File: src/rtl/alu_pkg.sv
// Shared types for the multi-cycle ALU: opcode and FSM encodings and the flag bundle.
package alu_pkg;

    typedef enum logic [2:0] {
        OP_AND  = 3'b000,
        OP_ADD  = 3'b001,
        OP_SUB  = 3'b010,
        OP_MUL  = 3'b011,
        OP_OR   = 3'b100,
        OP_SLTU = 3'b101,
        OP_XOR  = 3'b110,
        OP_SLT  = 3'b111
    } op_e;

    typedef enum logic [1:0] {
        IDLE = 2'd0,
        BUSY = 2'd1,
        DONE = 2'd2
    } state_e;

    typedef struct packed {
        logic zero;
        logic neg;
        logic carry;
        logic ovf;
    } flags_t;

endpackage

File: src/rtl/alu_seq_mul.sv
// Iterative shift-add multiplier: one multiplier bit per cycle, low product word only.
module alu_seq_mul #(
    parameter int WIDTH = 32
) (
    input  logic             clk_i,
    input  logic             reset_i,
    input  logic             flush_i,
    input  logic             start_i,
    input  logic [WIDTH-1:0] a_i,
    input  logic [WIDTH-1:0] b_i,
    output logic             done_o,
    output logic [WIDTH-1:0] product_o
);

    localparam int CNT_W = $clog2(WIDTH);

    logic             busy_q;
    logic [CNT_W-1:0] cnt_q;
    logic [WIDTH-1:0] mcand_q;
    logic [WIDTH-1:0] mplier_q;
    logic [WIDTH-1:0] acc_q;
    logic [WIDTH-1:0] acc_d;

    // The last step is folded into the output so the product is ready with the done pulse.
    assign acc_d     = acc_q + (mplier_q[0] ? mcand_q : '0);
    assign done_o    = busy_q && (cnt_q == CNT_W'(WIDTH - 1));
    assign product_o = acc_d;

    always_ff @(posedge clk_i) begin
        if (reset_i || flush_i) begin
            busy_q <= 1'b0;
            cnt_q  <= '0;
            acc_q  <= '0;
        end else if (start_i) begin
            busy_q   <= 1'b1;
            cnt_q    <= '0;
            acc_q    <= '0;
            mcand_q  <= a_i;
            mplier_q <= b_i;
        end else if (busy_q) begin
            acc_q    <= acc_d;
            mcand_q  <= mcand_q << 1;
            mplier_q <= mplier_q >> 1;
            cnt_q    <= cnt_q + CNT_W'(1);
            if (done_o) begin
                busy_q <= 1'b0;
            end
        end
    end

endmodule

File: src/rtl/alu_mc.sv
// Multi-cycle ALU for the execute stage: single-cycle logic/arith ops plus iterative MUL,
// with valid/ready handshakes on both the operand and the result side.
module alu_mc
    import alu_pkg::*;
#(
    parameter int WIDTH = 32
) (
    input  logic             clk,
    input  logic             reset,
    input  logic             flush,
    input  logic             in_valid,
    output logic             in_ready,
    input  logic [2:0]       op,
    input  logic [WIDTH-1:0] a,
    input  logic [WIDTH-1:0] b,
    output logic             out_valid,
    input  logic             out_ready,
    output logic [WIDTH-1:0] result,
    output logic             zero,
    output logic             neg,
    output logic             carry,
    output logic             ovf,
    output state_e           dbg_state
);

    // Handshake: a transfer happens on a rising edge where valid && ready; valid never waits
    // on ready, and once out_valid is high the result and flags hold until it is taken.
    state_e           state_q, state_d;
    op_e              op_in;
    logic             accept;
    logic             mul_start, mul_done;
    logic [WIDTH-1:0] mul_product;
    logic [WIDTH:0]   sum_w, diff_w;
    logic [WIDTH-1:0] alu_res;
    logic             alu_carry, alu_ovf;
    logic             load_alu, load_mul;
    logic [WIDTH-1:0] result_q, result_d;
    flags_t           flags_q, flags_d;

    assign op_in     = op_e'(op);
    assign in_ready  = (state_q == IDLE) || ((state_q == DONE) && out_ready);
    assign out_valid = (state_q == DONE);
    assign accept    = in_valid && in_ready;
    assign mul_start = accept && !flush && (op_in == OP_MUL);
    assign dbg_state = state_q;

    assign sum_w  = {1'b0, a} + {1'b0, b};
    assign diff_w = {1'b0, a} - {1'b0, b};

    always_comb begin
        alu_res   = '0;
        alu_carry = 1'b0;
        alu_ovf   = 1'b0;
        case (op_in)
            OP_AND:  alu_res = a & b;
            OP_ADD: begin
                alu_res   = sum_w[WIDTH-1:0];
                alu_carry = sum_w[WIDTH];
                alu_ovf   = (a[WIDTH-1] == b[WIDTH-1]) && (sum_w[WIDTH-1] != a[WIDTH-1]);
            end
            OP_SUB: begin
                alu_res   = diff_w[WIDTH-1:0];
                alu_carry = diff_w[WIDTH];
                alu_ovf   = (a[WIDTH-1] != b[WIDTH-1]) && (diff_w[WIDTH-1] != a[WIDTH-1]);
            end
            OP_OR:   alu_res = a | b;
            // The borrow of a-b is exactly the unsigned a < b
            OP_SLTU: alu_res = {{(WIDTH-1){1'b0}}, diff_w[WIDTH]};
            OP_XOR:  alu_res = a ^ b;
            OP_SLT:  alu_res = {{(WIDTH-1){1'b0}}, ($signed(a) < $signed(b))};
            default: alu_res = '0;
        endcase
    end

    alu_seq_mul #(
        .WIDTH(WIDTH)
    ) u_mul (
        .clk_i     (clk),
        .reset_i   (reset),
        .flush_i   (flush),
        .start_i   (mul_start),
        .a_i       (a),
        .b_i       (b),
        .done_o    (mul_done),
        .product_o (mul_product)
    );

    always_comb begin
        state_d = state_q;
        case (state_q)
            IDLE: if (accept) state_d = (op_in == OP_MUL) ? BUSY : DONE;
            BUSY: if (mul_done) state_d = DONE;
            DONE: begin
                if (out_ready) begin
                    if (accept) state_d = (op_in == OP_MUL) ? BUSY : DONE;
                    else        state_d = IDLE;
                end
            end
            default: state_d = IDLE;
        endcase
        if (flush) state_d = IDLE;
    end

    assign load_alu = accept && !flush && (op_in != OP_MUL);
    assign load_mul = (state_q == BUSY) && mul_done && !flush;

    always_comb begin
        result_d      = load_mul ? mul_product : alu_res;
        flags_d.zero  = (result_d == '0);
        flags_d.neg   = result_d[WIDTH-1];
        flags_d.carry = load_mul ? 1'b0 : alu_carry;
        flags_d.ovf   = load_mul ? 1'b0 : alu_ovf;
    end

    always_ff @(posedge clk) begin
        if (reset) begin
            state_q  <= IDLE;
            result_q <= '0;
            flags_q  <= '0;
        end else begin
            state_q <= state_d;
            if (load_alu || load_mul) begin
                result_q <= result_d;
                flags_q  <= flags_d;
            end
        end
    end

    assign result = result_q;
    assign zero   = flags_q.zero;
    assign neg    = flags_q.neg;
    assign carry  = flags_q.carry;
    assign ovf    = flags_q.ovf;

endmodule

File: config.mk
export PLATFORM = sky130hd
export DESIGN_NAME = alu_mc
export DESIGN_NICKNAME = d
export VERILOG_FILES = /design/src/rtl/alu_pkg.sv /design/src/rtl/alu_seq_mul.sv /design/src/rtl/alu_mc.sv
export SDC_FILE = /design/constraint.sdc
export NUM_CORES = 1
export LEC_CHECK = 0
export ABC_AREA = 1
export BUFFER_PORTS_ARGS = -buffer_cell sky130_fd_sc_hd__buf_2
export CAP_MARGIN = 20
export CORE_UTILIZATION = 54
export DETAILED_ROUTE_END_ITERATION = 8
export GPL_TIMING_DRIVEN = 0
export PLACE_DENSITY = 0.79
export SLEW_MARGIN = 10
export SYNTH_ARGS = -nofsm -noshare
export SYNTH_HDL_FRONTEND = slang
export SYNTH_SLANG_ARGS = --single-unit
File: constraint.sdc
create_clock -name clk -period 7 [get_ports clk]
set_clock_uncertainty 0.2 [all_clocks]
set_input_delay 0.35 -clock clk [delete_from_list [all_inputs] [get_ports clk]]
set_output_delay 0.35 -clock clk [all_outputs]
set_load 0.03 [all_outputs]
Word-level counts from Yosys, hierarchy flattened
Index checks and enable logic that the tools add are counted.
Widths: inputs -> output; s select.

operators by class
  $add $sub $neg = 4
  $lt $le $gt $ge = 1
  equality and inequality tests = 18
  mux-type cells = 20
  bitwise operators = 4
  reduce and logical (&&, ||, !) cells = 22

operator list
  kind                 count
  $pmux 32 s7          1
  $mux 32              6
  $add 32x32->33       1
  $sub 32x32->33       1
  $add 32x32->32       1
  $and 32x32->32       1
  $logic_not 32->1     1
  $lt 32x32->1         1
  $or 32x32->32        1
  $xor 32x32->32       1
  $eq 3x3->1 const B   4
  $logic_and 1x1->1    10
  $mux 2               5
  $eq 3x2->1 const B   2
  $pmux 2 s3           1
  $add 5x1->5 const B  1
  $eq 5x5->1 const B   1
  $mux 1               5
  $ne 2x2->1 const B   2
  $pmux 1 s2           2
  $reduce_or 2->1      2
  $eq 3x1->1 const B   1
  $logic_not 3->1      1
  $logic_or 1x1->1     3
  other kinds (12)     14

storage, ports and cells
  register bits = 140
  input port bits = 72
  output and inout bits = 40
  word-level logic and storage cells = 80

Depth between registers and ports, before layout
Gate-level depths: netlist (run 1).

  depth after elaboration = 8
  gate-level depth with buffers = 24
  gate-level depth less buffers = 23

By module
Synthesis (run 1) repeated with hierarchy kept, for this count alone.

unflattened totals
  cells, all modules = 2698
  area, all modules = 15656.3 um2

modules (own cells, without submodules)
  module       instances  cells each  area each (um2)  seq. area each (um2)
  alu_mc       1          1640        8789.7           740.7
  alu_seq_mul  1          1058        6866.6           2682.6

Least setup slack after synthesis (run 1)
Ideal clock, no wire load.

  path type = register to register
  start = register state_q[1], in the netlist dbg_state[1]
  end = register u_mul.mcand_q[0] (enable)
  setup time = 0.508 ns
  arrival time = 4.768 ns
  data required time = 6.292 ns
  setup slack = 1.524 ns
  cell stages (with the launch flop) = 11
  buffers on the path = 1
  clock period less this slack = 5.476 ns
  cells stage by stage = dfxtp_1 -> inv_1 -> nor2_1 -> nor2_1 -> nand2_1 -> nor2_1 -> inv_1 -> nor2_1 -> inv_1 -> buf_2 -> a21oi_1

on the way
  longest elaborated chain between the ends = 8
  elaborated cells on any way between the ends = 9
  classes of those cells = eq/ne: 1; reduce/logical: 8

RTL lines
  item                                    RTL line           RTL
  start, declared                         alu_mc.sv:28       state_e state_q, state_d;
  start signal, assigned                  alu_mc.sv:121      state_q <= state_d;
  $eq 2x2->1                              alu_mc.sv:41       assign in_ready = (state_q == IDLE) || ((state_q == DONE) && out_ready);
  $logic_and 1x1->1                       alu_mc.sv:41
  $logic_or 1x1->1 (*)                    alu_mc.sv:41
  net in_ready                            alu_mc.sv:12       output logic in_ready,
  $logic_and 1x1->1 (*)                   alu_mc.sv:43       assign accept = in_valid && in_ready;
  $logic_and 1x1->1 (*) (2 in a row)      alu_mc.sv:44       assign mul_start = accept && !flush && (op_in == OP_MUL);
  $reduce_bool 2->1 (no source line) (*)  --
  $reduce_and 2->1 (no source line) (*)   --
  end signal, assigned                    alu_seq_mul.sv:38  mcand_q <= a_i;
  end signal, assigned                    alu_seq_mul.sv:42  mcand_q <= mcand_q << 1;
  end, declared                           alu_seq_mul.sv:19  logic [WIDTH-1:0] mcand_q;

The timed path passes the listed nets; every way through them passes the cells marked *.
A chain may end at the register's enable or synchronous reset.

Worst setup path after layout (run 1)
  start = register u_mul.mplier_q[0]
  end = register flags_q (netlist bit zero)

on the way
  longest elaborated chain between the ends = 4

RTL lines
  item                    RTL line           RTL
  start, declared         alu_seq_mul.sv:20  logic [WIDTH-1:0] mplier_q;
  start signal, assigned  alu_seq_mul.sv:39  mplier_q <= b_i;
  start signal, assigned  alu_seq_mul.sv:43  mplier_q <= mplier_q >> 1;
  $mux 32                 alu_seq_mul.sv:25  assign acc_d = acc_q + (mplier_q[0] ? mcand_q : '0);
  $add 32x32->32          alu_seq_mul.sv:25
  $mux 32                 alu_mc.sv:108      result_d = load_mul ? mul_product : alu_res;
  $logic_not 32->1        alu_mc.sv:109      flags_d.zero = (result_d == '0);
  end signal, assigned    alu_mc.sv:124      flags_q <= flags_d;
  end, declared           alu_mc.sv:38       flags_t flags_q, flags_d;

Every way passes these cells.

==> qor_table.md, run 1 <==
| Stage | Item | Value |
|---|---|---|
| global route | Number of global-route vias before repair | 15754 |
| worst setup path | CP Data Required Time | 7.18 ns |
| clocking | Clock transition at the registers of the reported paths | 0.07 ns |
| timing | Max Clock Freq | 224.7 MHz |
| worst setup path | Critical register-to-register path startpoint | u_mul.mplier_q[0] |
| detailed routing | Detailed-route via count | 17027 |
| timing | Min Tclk post-route | 4.450 ns |
| layout | # fillers | 2740 |
| layout | Net total in the final layout | 2817 |
| place | Dpl ws | 2.650 ns |
| outcome | Status | finished clean |
| power and ir drop | Total chip power | 2.557 mW |
| global route | First-pass GRT wire length | 86100 um |
| clocking | Bufs on Longest Clock Path | 2 |
| power and ir drop | Cell leakage power | 9.280 nW |
| yosys | Synth Instances | 2475 |
| clocking | CTS sink cnt | 139 |
| timing | Least-Margin Pin Slew | 0.9596 ns |
| worst setup path | Worst setup path category | flip-flop to flip-flop |
| worst setup path | Critical path capture point type | flip-flop |
| die | Die height | 168.3 um |
| yosys | Proportion of synthesized flip-flops having asynchronous set or reset | 0% |
| yosys | EDFF count, synth | 64 |
| die | Core Area | 27030 um2 |
| yosys | Synth unique cells | 53 |
| worst setup path | Worst path max stage delay | 0.54 ns |
| timing | Total of endpoints with negative setup slack in the final report | 0 |
| worst setup path | Cell with the most instances on the worst path | nand2_1 |
| worst setup path | Worst reg2reg path depth | 20 |
| die | Std-Cell Rows | 60 |
| die | Area of the die | 28310 um2 |
| place | HPWL after detailed placement | 47770 um |
| timing | Tightest slew margin relative to the limit | 36.03% |
| power and ir drop | Power density normalized to cell area | 154.5 nW/um2 |
| worst hold path | Cell count of the worst hold path | 4 |
| timing | Final setup slack of the worst path | 2.550 ns |
| layout | Leading cell type in the layout, fill and taps excluded | nand2_1 |
| timing | Sum Neg Setup Slack | 0 ns |
| detailed routing | Initial drt markers | 1861 |
| power and ir drop | Worst-case vdd ir drop | 0.1605 mV |
| global route | Largest net degree at the start of global routing | 29 |
| timing | Setup repair after global routing missed its margin | false |
| global route | GR Overflow Total | 0 |
| detailed routing | Post-DR wirelength/cell | 19.53 um |
| detailed routing | First-pass DRT Iterations | 8 |
| timing | Number of hold violations in the final report | 0 |
| yosys | Sequential element share of the synthesized area | 22.93% |
| detailed routing | Final routed DRC violation total | 0 |
| yosys | Number of warning messages in the yosys log | 0 |
| yosys | Number of storage elements in the synthesis netlist | 139 |
| timing | Max-slew violation count | 0 |
| worst setup path | Buf+Inv Stages, Crit Path | 3 |
| worst setup path | Cell-by-cell trace of the critical path | clkbuf_1 -> nand2_1 -> inv_1 -> ha_1 -> inv_1 -> fa_1 -> nand3b_1 -> nand2_1 -> a21oi_2 -> o21ai_0 -> nand4_1 -> nand2_1 -> nand2_1 -> nand3_1 -> nand2_1 -> nor2_1 -> nand2_1 -> nor2_1 -> nand4_1 -> a21oi_1 |
| global route | Initial antenna violation count | 1 |
| yosys | Avg Cell Area, Syn | 6.031 um2 |
| die | Initial core utilization | 55.23% |
| flow run | Number of violations of the max-capacitance limit | 0 |
| clocking | Clock latency on the worst-skew pair | 0.45 ns |
| clocking | TritonCTS clock tree | done |
| detailed routing | Antenna Nets Post-Route | 0 |
| layout | Area delta synth->final | 10.87% |
| clocking | Post-CTS setup buffer count | 0 |
| global route | Overall fraction of global-route tracks in use | 40.49% |
| die | Top-Level Pins | 112 |
| clocking | TritonCTS Buffers | 17 |
| worst setup path | Largest fanout on the critical path | 10 |
| worst setup path | Cell depth of the worst setup path | 20 |
| worst hold path | Critical hold path startpoint | out_ready |
| worst setup path | Startpoint of the worst setup timing path | u_mul.mplier_q[0] |
| worst setup path | Critical path's slowest cell | edfxtp_1 |
| yosys | Top FF cell, synth | dfxtp_1 |
| clocking | H-tree Lvls | 4 |
| yosys | Synthesized net count | 2684 |
| worst setup path | Largest delay share family, worst path | simple AND/OR/NAND/NOR gates |
| worst setup path | Arr. time, crit path | 4.63 ns |
| place | Instance area at placement | 15960 um2 |
| clocking | CTS Root Cell | clkbuf_16 |
| detailed routing | Per-cell via count in the routed design | 5.748 |
| layout | Fin area | 16550 um2 |
| detailed routing | Sum of routed wire length over all layers | 57860 um |
| layout | Fraction of layout instances using a drive strength above 1 | 8.089% |
| worst hold path | HP Class | input port to flip-flop |
| worst setup path | Critical path launch point type | flip-flop |
| yosys | Synthesized area | 14930 um2 |
| place | Routability congestion estimate | 1.129 |
| die | DIE WIDTH | 168.3 um |
| timing | Fin crit share | 63.57% |
| place | Port-buffer cells | 111 |
| layout | Commonest non-fill, non-tap cells in the layout | nand2_1, inv_1, nor2_1 |
| layout | Diodes inserted | 0 |
==> logic make-up (layout without fill, tap and decap cells) <==
| family | count (synthesis) | count (layout) | share of synthesized area (%) |
|---|---|---|---|
| flip-flops | 139 | 139 | 22.93 |
| AO/OA/AOI/OAI | 401 | 401 | 15.61 |
| buffers and inverters | 540 | 686 | 14.29 |
| AND/OR/NAND/NOR | 1240 | 1240 | 34.48 |
| adder cells (fa/ha/maj) | 137 | 137 | 11.63 |
| XOR/XNOR | 18 | 18 | 1.056 |
==> final timing paths <==
path,slack [ns],endpoint
max,2.55,zero
min reg2reg,0.27,carry
max reg2reg,2.55,zero
min,0.04,dbg_state[1]
==> power by group <==
part           internal, mW  switching, mW  leakage [nW]
registers             0.860        0.00801          1.18
logic                 0.218          0.546          7.82
clock network         0.473          0.450         0.275
==> cell usage after synthesis (all sizes together), types with 11 or more instances <==
| cell type | count | area [um2] |
|---|---|---|
| o21bai | 34 | 255.2 |
| clkbuf | 45 | 180.2 |
| nor2 | 213 | 809.5 |
| buf | 39 | 241.5 |
| a21oi | 127 | 650.6 |
| o22ai | 20 | 125.1 |
| nand2 | 750 | 2828 |
| edfxtp | 64 | 1922 |
| o211ai | 12 | 90.09 |
| dfxtp | 75 | 1501 |
| xor2 | 12 | 105.1 |
| nand3 | 192 | 975.9 |
| nor3 | 27 | 161.4 |
| ha | 134 | 1677 |
| inv | 455 | 1708 |
| o2111ai | 17 | 148.9 |
| o21ai | 158 | 794.5 |
| nand4 | 39 | 244.0 |
| a221oi | 11 | 96.34 |
==> final cells by class <==
class | count | area [um2] | share of cell area, %
well taps | 341 | 426.7 | 2.578
inverters | 456 | 1712 | 10.34
repair buffers | 114 | 605.6 | 3.659
clock buffers | 17 | 425.4 | 2.571
clock inverters | 15 | 153.9 | 0.9299
multi-input cells | 1796 | 9382 | 56.69
plain buffers | 84 | 421.7 | 2.548
flip-flops and latches | 139 | 3423 | 20.68
==> stage by stage <==
step                util [%]  hold slack [ns]  std cells
floorplan                  -           0.2191       2475
global placement       58.87           0.2517       2927
detailed placement     59.06           0.2539       2929
CTS                    61.24          0.03108       2962
global route           61.24          0.04675       2962
finish                 61.24          0.03601       2962
==> what timing repair did <==
item / in CTS / in global routing
resized for setup: 0 / 0
endpoints found under the hold margin: 3 / 0
hold buffers: 1 / 0
==> flip-flops by register name, summed over array words and instances, names as in the netlist <==
signal / flops
carry: 1
dbg_state: 2
ovf: 1
result: 32
u_mul.acc_q: 32
u_mul.busy_q: 1
u_mul.cnt_q: 5
u_mul.mcand_q: 32
u_mul.mplier_q: 32
zero: 1
==> tightest hold or removal path, stage by stage <==
cell and delay, ns:
buf_2 0.08, nor2_1 0.05, nand2_1 0.08, a21oi_1 0.08
==> metal layers <==
metal  wire [um]  global-route usage [%]  vias to the layer above
li1            -                       -                     8176
met1       23180                   49.47                     7764
met2       26150                   67.27                      908
met3        5179                   7.287                      179
met4        3356                   22.57                        0
met5           0                       0                        -
No activity file was read; power rests on OpenSTA's default activity.
==> inputs of run 2 (changes only) <==
--- a/config.mk
+++ b/config.mk
@@ -11,7 +11,7 @@
 export CORE_UTILIZATION = 54
 export DETAILED_ROUTE_END_ITERATION = 8
 export GPL_TIMING_DRIVEN = 0
-export PLACE_DENSITY = 0.79
+export PLACE_DENSITY = 0.82
 export SLEW_MARGIN = 10
 export SYNTH_ARGS = -nofsm -noshare
 export SYNTH_HDL_FRONTEND = slang
==> constraint.sdc (replaced) <==
create_clock -name clk -period 3.6 [get_ports clk]
set_clock_uncertainty 0.2 [all_clocks]
set_input_delay 0.18 -clock clk [delete_from_list [all_inputs] [get_ports clk]]
set_output_delay 0.18 -clock clk [all_outputs]
set_load 0.03 [all_outputs]
==> qor_table.md, run 2 (same netlist as run 1, synthesis figures left out) <==
| Stage | Item | Value | vs previous |
|---|---|---|---|
| outcome | Status | complete, but fails checks | was finished clean |
| outcome | Violated checks | DRC, hold timing, setup timing |  |
| place | Dpl ws | -0.7488 ns | was 2.650 ns |
| place | HPWL after detailed placement | 49460 um | was 47770 um |
| detailed routing | Sum of routed wire length over all layers | 62390 um | was 57860 um |
| clocking | H-tree Lvls | 4 | unchanged |
| die | Top-Level Pins | 112 | unchanged |
| detailed routing | Per-cell via count in the routed design | 5.875 | was 5.748 |
| die | Area of the die | 28310 um2 | unchanged |
| worst setup path | Cell with the most instances on the worst path | nand2_1 | unchanged |
| detailed routing | Detailed-route via count | 17697 | was 17027 |
| worst setup path | Cell-by-cell trace of the critical path | clkbuf_4 -> nand2_1 -> inv_1 -> ha_2 -> nand2_1 -> o21ai_1 -> a21o_1 -> nand3b_1 -> nand2_1 -> nand2_1 -> nand2_1 -> nand3_1 -> nand2_1 -> nor2_1 -> nand2_1 -> nor2_4 -> nand4_1 -> a21oi_1 | was clkbuf_1 -> nand2_1 -> inv_1 -> ha_1 -> inv_1 -> fa_1 -> nand3b_1 -> nand2_1 -> a21oi_2 -> o21ai_0 -> nand4_1 -> nand2_1 -> nand2_1 -> nand3_1 -> nand2_1 -> nor2_1 -> nand2_1 -> nor2_1 -> nand4_1 -> a21oi_1 |
| worst setup path | Critical path capture point type | flip-flop | unchanged |
| timing | Min Tclk post-route | 3.628 ns | was 4.450 ns |
| global route | First-pass GRT wire length | 91570 um | was 86100 um |
| layout | Area delta synth->final | 16.66% | was 10.87% |
| detailed routing | Final routed DRC violation total | 20 | was 0 |
| power and ir drop | Worst-case vdd ir drop | 0.2859 mV | was 0.1605 mV |
| timing | Max-slew violation count | 0 | unchanged |
| global route | Overall fraction of global-route tracks in use | 43.32% | was 40.49% |
| timing | Least-Margin Pin Slew | 0.9626 ns | was 0.9596 ns |
| power and ir drop | Clock share of power | 36.9% | was 36.1% |
| worst setup path | Arr. time, crit path | 3.80 ns | was 4.63 ns |
| timing | Number of hold violations in the final report | 2 | was 0 |
| die | Core Area | 27030 um2 | unchanged |
| clocking | CTS sink cnt | 139 | unchanged |
| place | Routability congestion estimate | 1.025 | was 1.129 |
| layout | Commonest non-fill, non-tap cells in the layout | nand2_1, inv_1, nor2_1 | unchanged |
| layout | Fin area | 17410 um2 | was 16550 um2 |
| clocking | TritonCTS Buffers | 17 | unchanged |
| detailed routing | Antenna Nets Post-Route | 0 | unchanged |
| timing | Setup repair after global routing missed its margin | true | was false |
| timing | Max Clock Freq | 275.6 MHz | was 224.7 MHz |
| die | Std-Cell Rows | 60 | unchanged |
| global route | Largest net degree at the start of global routing | 29 | unchanged |
| place | Instance area at placement | 15960 um2 | unchanged |
| timing | Tightest slew margin relative to the limit | 35.83% | was 36.03% |
| worst setup path | Worst setup path category | flip-flop to flip-flop | unchanged |
| worst setup path | Worst path max stage delay | 0.51 ns | was 0.54 ns |
| timing | Total of endpoints with negative setup slack in the final report | 1 | was 0 |
| worst setup path | Critical path launch point type | flip-flop | unchanged |
| detailed routing | First-pass DRT Iterations | 9 | was 8 |
| layout | Fraction of layout instances using a drive strength above 1 | 11.27% | was 8.089% |
| worst hold path | HP Class | input port to flip-flop | unchanged |
| worst setup path | Largest delay share family, worst path | simple AND/OR/NAND/NOR gates | unchanged |
| timing | Fin crit share | 100.8% | was 63.57% |
| layout | Leading cell type in the layout, fill and taps excluded | nand2_1 | unchanged |
| detailed routing | Post-DR wirelength/cell | 20.71 um | was 19.53 um |
| clocking | TritonCTS clock tree | done | unchanged |
| power and ir drop | Cell internal pwr | 3.071 mW | was 1.552 mW |
| layout | Diodes inserted | 0 | unchanged |
| worst setup path | Critical path's slowest cell | edfxtp_1 | unchanged |
| flow run | Number of violations of the max-capacitance limit | 0 | unchanged |
| die | DIE WIDTH | 168.3 um | unchanged |
| place | Port-buffer cells | 111 | unchanged |
| power and ir drop | Power density normalized to cell area | 295.9 nW/um2 | was 154.5 nW/um2 |
| detailed routing | Initial drt markers | 2145 | was 1861 |
| global route | Number of global-route vias before repair | 16667 | was 15754 |
| die | Initial core utilization | 55.23% | unchanged |
| worst setup path | Buf+Inv Stages, Crit Path | 2 | was 3 |
| worst setup path | CP Data Required Time | 3.77 ns | was 7.18 ns |
| die | Die height | 168.3 um | unchanged |
| global route | GR Overflow Total | 0 | unchanged |
| place | Placed cell count | 2929 | unchanged |
| timing | Final-layout worst hold slack | -0.01008 ns | was 0.03601 ns |
| global route | Initial antenna violation count | 0 | was 1 |
| power and ir drop | Switching share of total power | 40.42% | was 39.29% |
| clocking | CTS Root Cell | clkbuf_16 | unchanged |
| power and ir drop | Share of power burned in registers | 32.8% | was 34.0% |
| clocking | Clock transition at the registers of the reported paths | 0.09 ns | was 0.07 ns |
| power and ir drop | Relative contribution of combinational cells to total power | 30.3% | was 29.9% |
| timing | Final setup slack of the worst path | -0.02813 ns | was 2.550 ns |
| layout | Layout Cells excl Fill | 3012 | was 2962 |
| layout | Net total in the final layout | 2867 | was 2817 |
| power and ir drop | Net load switching power | 2.083 mW | was 1.005 mW |
| worst setup path | Largest fanout on the critical path | 10 | unchanged |
| clocking | Clock latency on the worst-skew pair | 0.45 ns | about the same |
| clocking | Bufs on Longest Clock Path | 2 | unchanged |
| power and ir drop | Cell leakage power | 9.560 nW | was 9.280 nW |
-- run 2: changes by cell type in the layout (fill, tap and decap cells not counted), sizes merged --
cell	previous run	this run
buf	152	168
clkbuf	62	60
inv	462	463
dlygate4sd3	1	37
clkinvlp	3	0
clkinv	6	8
-- run 2: metal layers --
| metal | share of wire [%] | track usage, % |
|---|---|---|
| met2 | 45 | 72.36 |
| met3 | 10 | 9.097 |
| met1 | 37 | 50.40 |
| met4 | 7.3 | 27.94 |
| met5 | 0 | 0 |
-- run 2: stage by stage --
stage / hold slack (ns) / setup TNS (ns) / utilization (%) / power [mW]
after floorplan: 0.04907 / 0 / - / 2.665
after global placement: 0.2390 / -0.8833 / 58.91 / 3.136
after detailed placement: 0.2429 / -1.253 / 59.06 / 3.155
after CTS: 0.0002214 / 0 / 63.25 / 5.044
after global routing: 0.01637 / -0.07026 / 64.44 / 5.328
final: -0.01008 / -0.02813 / 64.44 / 5.154
-- run 2: area by class of cell --
| cell class | count | area [um2] |
|---|---|---|
| Fill cell | 2519 | 9612 |
| Multi-Input combinational cell | 1796 | 9728 |
| Tap cell | 341 | 426.7 |
| Inverter | 456 | 1712 |
| Timing Repair Buffer | 166 | 1099 |
| Sequential cell | 139 | 3423 |
| Buffer | 82 | 427.9 |
| Clock inverter | 15 | 172.7 |
| Clock buffer | 17 | 425.4 |
-- run 2: worst paths after layout --
check,from,end,slack [ns],cells after the start
max,u_mul.mplier_q[0],zero,-0.03,18
min,b[10],u_mul.mplier_q[10],-0.01,3
max reg2reg,u_mul.mplier_q[0],zero,-0.03,18
min reg2reg,carry,carry,0.27,2
-- run 2: repair_timing --
| item | CTS | global route |
|---|---|---|
| pin swaps | 7 | 17 |
| buffers inserted | 13 | 3 |
| hold buffers | 37 | 0 |
| endpoints found under the setup margin | 7 | 4 |
| gates resized for setup | 18 | 80 |
| hold endpoints to repair | 38 | 0 |
-- run 2: power groups by stage --
stage                     Clock [mW]  Combinational, mW  Sequential (mW)
after CTS                       1.88               1.47             1.69
final                           1.90               1.56             1.69
after global placement             0               1.41             1.72
after detailed placement           0               1.43             1.72
after global routing            1.96               1.68             1.69
after floorplan                    0              0.887             1.78
-- run 2: worst reg2reg max path: cells and delay by family, from the launching register on --
| family | cells | cell delay (ns) |
|---|---|---|
| AOI/OAI and AO/OA | 3 | 0.72 |
| buffers and inverters | 2 | 0.29 |
| and+or+nand+nor | 12 | 1.43 |
| adders and majority gates | 1 | 0.40 |
| DFF | 1 | 0.51 |
